<file path="config.mk">
export PLATFORM = sky130hd
export DESIGN_NAME = fft_controller
export DESIGN_NICKNAME = d
export VERILOG_FILES = /design/src/rtl/fft_controller.sv
export SDC_FILE = /design/constraint.sdc
export NUM_CORES = 1
export LEC_CHECK = 0
export ABC_AREA = 1
export CAP_MARGIN = 5
export CORE_MARGIN = 5
export CORE_UTILIZATION = 30
export CTS_CLUSTER_DIAMETER = 200
export CTS_CLUSTER_SIZE = 25
export DETAILED_ROUTE_END_ITERATION = 6
export PLACE_DENSITY = 0.62
export SETUP_SLACK_MARGIN = 0.2
export SLEW_MARGIN = 20
export SYNTH_ARGS = -nofsm -noshare
export SYNTH_HDL_FRONTEND = slang
export SYNTH_SLANG_ARGS = --single-unit
</file>
<file path="constraint.sdc">
create_clock -name i_clk -period 5 [get_ports i_clk]
set_input_delay 1 -clock i_clk [delete_from_list [all_inputs] [get_ports i_clk]]
set_output_delay 1 -clock i_clk [all_outputs]
set_load 0.01 [all_outputs]
</file>
<file path="src/rtl/fft_controller.sv">
// Sequencer for the variable-size radix-2 DIT FFT: bit-reversed load, per-stage
// butterfly issue and drain, ping-pong bank swap, then natural-order unload.
module fft_controller #(
   parameter int MAX_N      = 32,
   parameter int ADDR_WIDTH = $clog2(MAX_N),
   parameter int BF_LATENCY = 2
) (
   input  logic                  i_clk,
   input  logic                  i_reset,
   input  logic                  i_start,
   input  logic [ADDR_WIDTH:0]   i_n,
   input  logic                  i_in_valid,
   output logic                  o_in_ready,
   output logic                  o_load_we,
   output logic [ADDR_WIDTH-1:0] o_load_addr,
   output logic                  o_agu_reset_n,
   output logic                  o_agu_next_step,
   input  logic                  i_agu_done_fft,
   output logic                  o_rd_en,
   output logic                  o_wr_en,
   output logic                  o_bank_sel,
   output logic                  o_out_valid,
   input  logic                  i_out_ready,
   output logic [ADDR_WIDTH-1:0] o_out_addr,
   output logic                  o_busy,
   output logic                  o_done,
   output logic                  o_error,
   output logic [2:0]            o_state
);

   localparam int NW = ADDR_WIDTH + 1;
   localparam int SW = $clog2(ADDR_WIDTH + 1);

   typedef enum logic [2:0] {
      S_IDLE    = 3'd0,
      S_LOAD    = 3'd1,
      S_COMPUTE = 3'd2,
      S_DRAIN   = 3'd3,
      S_SWAP    = 3'd4,
      S_UNLOAD  = 3'd5,
      S_DONE    = 3'd6
   } state_t;

   state_t                r_state;
   state_t                w_next;
   logic [NW-1:0]         r_n;
   logic [SW-1:0]         r_s;
   logic [SW-1:0]         r_stage;
   logic [ADDR_WIDTH-1:0] r_cnt;
   logic                  r_bank;
   logic                  r_error;
   logic [BF_LATENCY-1:0] r_sr;

   logic                  w_n_ok;
   logic [SW-1:0]         w_log2;
   logic [ADDR_WIDTH-1:0] w_rev;
   logic [SW-1:0]         w_shift;
   logic                  w_last_load;
   logic                  w_last_issue;
   logic                  w_last_drain;
   logic                  w_last_stage;
   logic                  w_err_set;
   logic                  w_rd_en;

   // Sizes must be a power of two between 4 and MAX_N; log2 is the set bit index.
   always_comb begin
      w_n_ok = (i_n >= NW'(4)) && (i_n <= NW'(MAX_N)) && ((i_n & (i_n - NW'(1))) == '0);
      w_log2 = '0;
      for (int k = 0; k < NW; k++) begin
         if (i_n[k]) w_log2 = SW'(k);
      end
   end

   // Full-width reversal, then shift down so only the low S bits are reversed.
   always_comb begin
      w_rev = '0;
      for (int k = 0; k < ADDR_WIDTH; k++) begin
         w_rev[k] = r_cnt[ADDR_WIDTH-1-k];
      end
      w_shift = SW'(ADDR_WIDTH) - r_s;
   end

   assign w_last_load  = ({1'b0, r_cnt} == (r_n - NW'(1)));
   assign w_last_issue = ({1'b0, r_cnt} == ((r_n >> 1) - NW'(1)));
   assign w_last_drain = (r_cnt == ADDR_WIDTH'(BF_LATENCY - 1));
   assign w_last_stage = (r_stage == (r_s - SW'(1)));

   always_comb begin
      w_next    = r_state;
      w_err_set = 1'b0;
      case (r_state)
         S_IDLE: begin
            if (i_start) begin
               if (w_n_ok) w_next = S_LOAD;
               else        w_err_set = 1'b1;
            end
         end
         S_LOAD:    if (i_in_valid && w_last_load) w_next = S_COMPUTE;
         S_COMPUTE: if (w_last_issue) w_next = S_DRAIN;
         S_DRAIN:   if (w_last_drain) w_next = S_SWAP;
         S_SWAP: begin
            if (w_last_stage == i_agu_done_fft) begin
               w_next = w_last_stage ? S_UNLOAD : S_COMPUTE;
            end else begin
               w_next    = S_IDLE;
               w_err_set = 1'b1;
            end
         end
         S_UNLOAD:  if (i_out_ready && w_last_load) w_next = S_DONE;
         S_DONE:    w_next = S_IDLE;
         default:   w_next = S_IDLE;
      endcase
   end

   assign w_rd_en         = (r_state == S_COMPUTE);
   assign o_rd_en         = w_rd_en;
   assign o_agu_next_step = w_rd_en;
   assign o_agu_reset_n   = (r_state == S_COMPUTE) || (r_state == S_DRAIN) || (r_state == S_SWAP);
   assign o_in_ready      = (r_state == S_LOAD);
   assign o_load_we       = i_in_valid && o_in_ready;
   assign o_load_addr     = w_rev >> w_shift;
   assign o_out_valid     = (r_state == S_UNLOAD);
   assign o_out_addr      = r_cnt;
   assign o_busy          = (r_state != S_IDLE);
   assign o_done          = (r_state == S_DONE);
   assign o_error         = r_error;
   assign o_bank_sel      = r_bank;
   assign o_wr_en         = r_sr[BF_LATENCY-1];
   assign o_state         = r_state;

   always_ff @(posedge i_clk) begin
      if (!i_reset) begin
         r_state <= S_IDLE;
         r_n     <= '0;
         r_s     <= '0;
         r_stage <= '0;
         r_cnt   <= '0;
         r_bank  <= 1'b0;
         r_error <= 1'b0;
         r_sr    <= '0;
      end else begin
         r_state <= w_next;
         if (w_next == S_IDLE) r_sr <= '0;
         else                  r_sr <= (r_sr << 1) | BF_LATENCY'(w_rd_en);
         if (w_err_set) r_error <= 1'b1;
         case (r_state)
            S_IDLE: begin
               if (i_start && w_n_ok) begin
                  r_n     <= i_n;
                  r_s     <= w_log2;
                  r_stage <= '0;
                  r_cnt   <= '0;
                  r_bank  <= 1'b0;
                  r_error <= 1'b0;
               end
            end
            S_LOAD: begin
               if (i_in_valid) r_cnt <= w_last_load ? '0 : r_cnt + ADDR_WIDTH'(1);
            end
            S_COMPUTE: r_cnt <= w_last_issue ? '0 : r_cnt + ADDR_WIDTH'(1);
            S_DRAIN:   r_cnt <= w_last_drain ? '0 : r_cnt + ADDR_WIDTH'(1);
            S_SWAP: begin
               r_bank  <= ~r_bank;
               r_stage <= r_stage + SW'(1);
               r_cnt   <= '0;
            end
            S_UNLOAD: begin
               if (i_out_ready) r_cnt <= w_last_load ? '0 : r_cnt + ADDR_WIDTH'(1);
            end
            default: r_cnt <= '0;
         endcase
      end
   end

endmodule
</file>
# Word-level counts from Yosys, hierarchy flattened
# Index checks and enable logic that the tools add are counted.
totals:
  regBits: 24
  latch_bits: 0
  mem_bits_rw: 0
  romBits: 0
  out_inout_bits: 24
  mem_count: 0
op_classes:
  n_addsub: 7
  mul: 0
  div_mod_pow: 0
  n_lt_le_gt_ge: 2
  n_eq_ne: 14
  shift: 1
  mux: 32
  bitwise_logic: 4
  reduce_logical: 17
op_table:
  columns: ["op", "n"]
  rows:
  - ["$mux 3", 11]
  - ["$mux 5", 6]
  - ["$pmux 5 s5", 1]
  - ["$pmux 3 s6", 1]
  - ["$eq 5x6->1", 2]
  - ["$sub 6x1->6 const B", 2]
  - ["$eq 3x3->1 const B", 3]
  - ["$mux 1", 8]
  - ["$and 6x6->6", 1]
  - ["$eq 3x2->1 const B", 2]
  - ["$ge 6x3->1 const B", 1]
  - ["$le 6x6->1 const B", 1]
  - ["$logic_and 1x1->1", 6]
  - ["$logic_not 3->1", 2]
  - ["$logic_not 6->1", 1]
  - ["$pmux 3 s2", 1]
  - ["$sub 5x1->6 const B", 1]
  - ["$add 5x1->5 const B", 1]
  - ["$eq 5x1->1 const B", 1]
  - ["$shr 5x3->5", 1]
  - ["$mux 2", 2]
  - ["$ne 2x2->1 const B", 2]
  - ["$pmux 1 s2", 2]
  - ["$reduce_and 2->1", 2]
  - ["14 further kinds", 16]

# Longest topological paths before layout
depth:
  depth_word: 10
  depth_mapped: 17
  depth_no_buf: 16

# Least setup slack after synthesis
# OpenSTA, ideal clock, no wires.
synth_timing:
  kind: "input -> output"
  startpoint: "input port i_in_valid"
  endpoint: "output port o_load_we"
  arrival_time_ns: 1.243
  t_required_ns: 4.000
  setup_slack_ns: 2.757
  path_stages: 2
  n_path_buf: 0
  cell_sequence: "inv_1 > nor2_1"
synth_between:
  elab_chain_cells: 1
synth_rtl:
  columns: ["element", "line_no", "rtl"]
  rows:
  - ["start, declared", "12", "input logic i_in_valid,"]
  - ["$logic_and 1x1->1", "120", "assign o_load_we = i_in_valid && o_in_ready;"]
  - ["end, declared", "14", "output logic o_load_we,"]
# No other way between the ends.

# Worst setup path after layout
# Ends and elaborated chain as after synthesis.

==> summary.log <==
[outcome] outcome complete, no violations
[logic_synthesis] post-synthesis average cell area 6.21 µm²
[clocking] Inserted Clock Buffers 3
[cells_and_area] layout cells sized above 1 8.54%
[logic_synthesis] area fraction of the dominant cell type after synthesis 27.6%
[floorplanning] Die Y 86.1 µm
[worst_setup_path] Crit Reg-Reg Startpoint r_s[0]
[worst_setup_path] start point of the critical path i_in_valid
[power_and_ir_drop] power density over the cells 168 mW/mm²
[logic_synthesis] most common cell in the netlist sky130_fd_sc_hd__nand2_1
[clocking] deepest level of the CTS H-tree 1
[logic_synthesis] number of warnings issued by yosys 0
[flow_run] max_cap viols 0
[place] Detailed Place HPWL 3.73 mm
[timing] RSZ-0062 raised after global routing false
[logic_synthesis] EDFF count, synth 0
[global_route] Total GRT Usage 12.9%
[worst_setup_path] required time worst endpoint 4.00 ns
[place] input/output buffers 35
[global_route] global-route congestion overflow total 0
[floorplanning] number of primary I/O pins 36
[routing] # DRC 0
[logic_synthesis] synthesized netlist cell count 280
[logic_synthesis] most frequently used flop master after synthesis sky130_fd_sc_hd__dfxtp_1
[floorplanning] horizontal die dimension 86.1 µm
[logic_synthesis] flops & latches, synth 24
[routing] via density per instance 4.60
[cells_and_area] final cell utilization of the core 39.8%
[floorplanning] Core Box Area 0.00557 mm²
[cells_and_area] layout net count 338
[timing] Setup Total Neg Slack 0 ns
[worst_setup_path] Worst setup EP type output port
[power_and_ir_drop] worst IR drop on VDD 128 µV
[cells_and_area] filler cell count 629
[logic_synthesis] post-synthesis cell type with the largest combined area sky130_fd_sc_hd__dfxtp_1
[logic_synthesis] sequential share of the synthesized area 27.6%
[clocking] buffer depth of the longest clock path 2
[logic_synthesis] syn nets 301
[timing] final period utilization 64.4%
[floorplanning] Die Area 0.00742 mm²
[cells_and_area] Layout area overhead 27.6%
[worst_setup_path] Arrival @ worst endpoint 2.22 ns
[logic_synthesis] fraction of synthesis flops using an asynchronous set or reset pin 0%
[clocking] CTS tree yes
[cells_and_area] Inserted Diodes 0
[hold_path] Worst Min Path Start r_sr[0]
[routing] antenna viol nets, final 0
[timing] final critical-path required period 3.22 ns
[logic_synthesis] Unique masters post-synth 30
[routing] DR iter-0 viols 117
[clocking] clock latency on the worst-skew pair 0.27 ns
[timing] Hold Fails Final Rpt 0
[clocking] # clock sinks 24
[clocking] clk root buf sky130_fd_sc_hd__clkbuf_8
[timing] number of max-slew violations in the final report 0
[logic_synthesis] total standard cell area after synthesis 0.00174 mm²
[floorplanning] num rows 27
[place] last weighted congestion value of the routability-driven placer 0.903
[timing] Max Freq 311 MHz
[routing] detailed-router iteration count before antenna repair 4
[timing] Clock Skews 0.00844 ns
[worst_setup_path] startpoint type of the worst setup path primary input
[timing] transition at the pin with the smallest max-transition slack 0.406 ns
[logic_synthesis] most instantiated cells after synthesis sky130_fd_sc_hd__nand2_1, sky130_fd_sc_hd__inv_1, sky130_fd_sc_hd__nor2_1
[timing] remaining max-slew budget at the tightest pin 72.8%
[global_route] maximum number of pins on one net before global-route repair 14
[hold_path] Tightest Hold Check Type flip-flop to flip-flop
[clocking] setup bufs post-CTS 0
[routing] final wirelength 4.48 mm
[power_and_ir_drop] Leak Pwr 0.00101 µW
[cells_and_area] final non-filler cell total 388
[global_route] number of antenna violations at the first check in global routing 0
[clocking] post-cts gate resize count 0
[worst_setup_path] critical-path maximum fanout 2
[worst_setup_path] Critical Setup Path Class primary input to output port
[routing] average routed wire per standard cell 11.6 µm
[clocking] Post-CTS Hold Fix Bufs 0
[global_route] number of global-route vias before repair 1,690
[routing] via count 1,783
[floorplanning] initial core utilization 31.2%
[clocking] Clock transition at path regs 0.08 ns
[place] post-placement cell count 384
[timing] final setup vio count 0
[logic_synthesis] leading cell types by total area after synthesis sky130_fd_sc_hd__dfxtp_1, sky130_fd_sc_hd__nand2_1, sky130_fd_sc_hd__inv_1
[global_route] global-route wire length before repair 7.76 mm
## power breakdown
| group | switching, µW | total, µW | internal (µW) |
|---|---|---|---|
| sequential | 2.45 | 196 | 193 |
| combinational | 25.3 | 45.3 | 20.0 |
| clock | 62.5 | 133 | 70.3 |
| total | 90.2 | 374 | 283 |
## layout make-up
class	instances	area, µm²	area share, %
Timing Repair Buffer	35	350	15.8
Inverter	45	169	7.61
Multi-Input combinational cell	208	1070	48.4
Tap cell	72	90.1	4.06
Sequential cell	24	480	21.6
Clock buffer	4	55.1	2.48
## per-stage QoR
step | hold WS (ns) | area, µm² | worst slack, ns | total power, µW
2_1_floorplan | 0.399 | 1740 | 2.76 | 226
3_5_place_dp | 0.410 | 2160 | 1.77 | 246
6_report | 0.417 | 2220 | 1.78 | 374
3_3_place_gp | 0.408 | 2160 | 1.78 | 245
4_1_cts | 0.423 | 2220 | 1.77 | 381
5_1_grt | 0.444 | 2220 | 1.68 | 394
## routing by layer
metal | GRT usage, % | share of wire [%] | vias to the layer above
met1 | 16.5 | 48 | 789
met3 | 2.98 | 4.1 | 2
met4 | 1.73 | 0.33 | 0
met2 | 22.3 | 48 | 30
met5 | 0 | 0 | -
li1 | - | - | 962
## flip-flops by register name, summed over array words and instances, names as in the netlist
register / cells
r_stage: 3
o_error: 1
o_bank_sel: 1
o_state: 3
r_sr: 2
r_s: 3
r_n: 6
o_out_addr: 5
## cell usage in the layout, fill, tap and decap left out, drive strengths merged, types with 8 or more instances in the layout
cell type      count
nor2              33
inv               44
o21ai             14
nand4              8
ha                 9
nand2             90
dfxtp             24
a21oi             13
nand3             17
clkdlybuf4s50     35
## critical path, cell delays in order
cell and delay [ns]:
sky130_fd_sc_hd__clkdlybuf4s50_1 0.47, sky130_fd_sc_hd__inv_1 0.06, sky130_fd_sc_hd__nor2_1 0.13, sky130_fd_sc_hd__clkdlybuf4s50_1 0.56
## cell families (layout without fill, tap and decap cells)
group           count (synthesis)  in the layout  synth area share, %
fa+ha+maj                       9              9                 6.47
buf+inv                        48             84                 10.6
simple gates                  154            154                 39.0
xor+xnor                        9              9                 4.53
compound gates                 36             36                 11.8
flops                          24             24                 27.6
## path summary, 6_finish.rpt
check,endpoint,depth (start not counted),slack (ns)
worst min-delay path,r_sr[1],2,0.42
worst min register to register,r_sr[1],2,0.42
worst max register to register,r_sr[0],16,2.72
worst max-delay path,o_load_we,4,1.78
(Power assumes the default switching activity.)
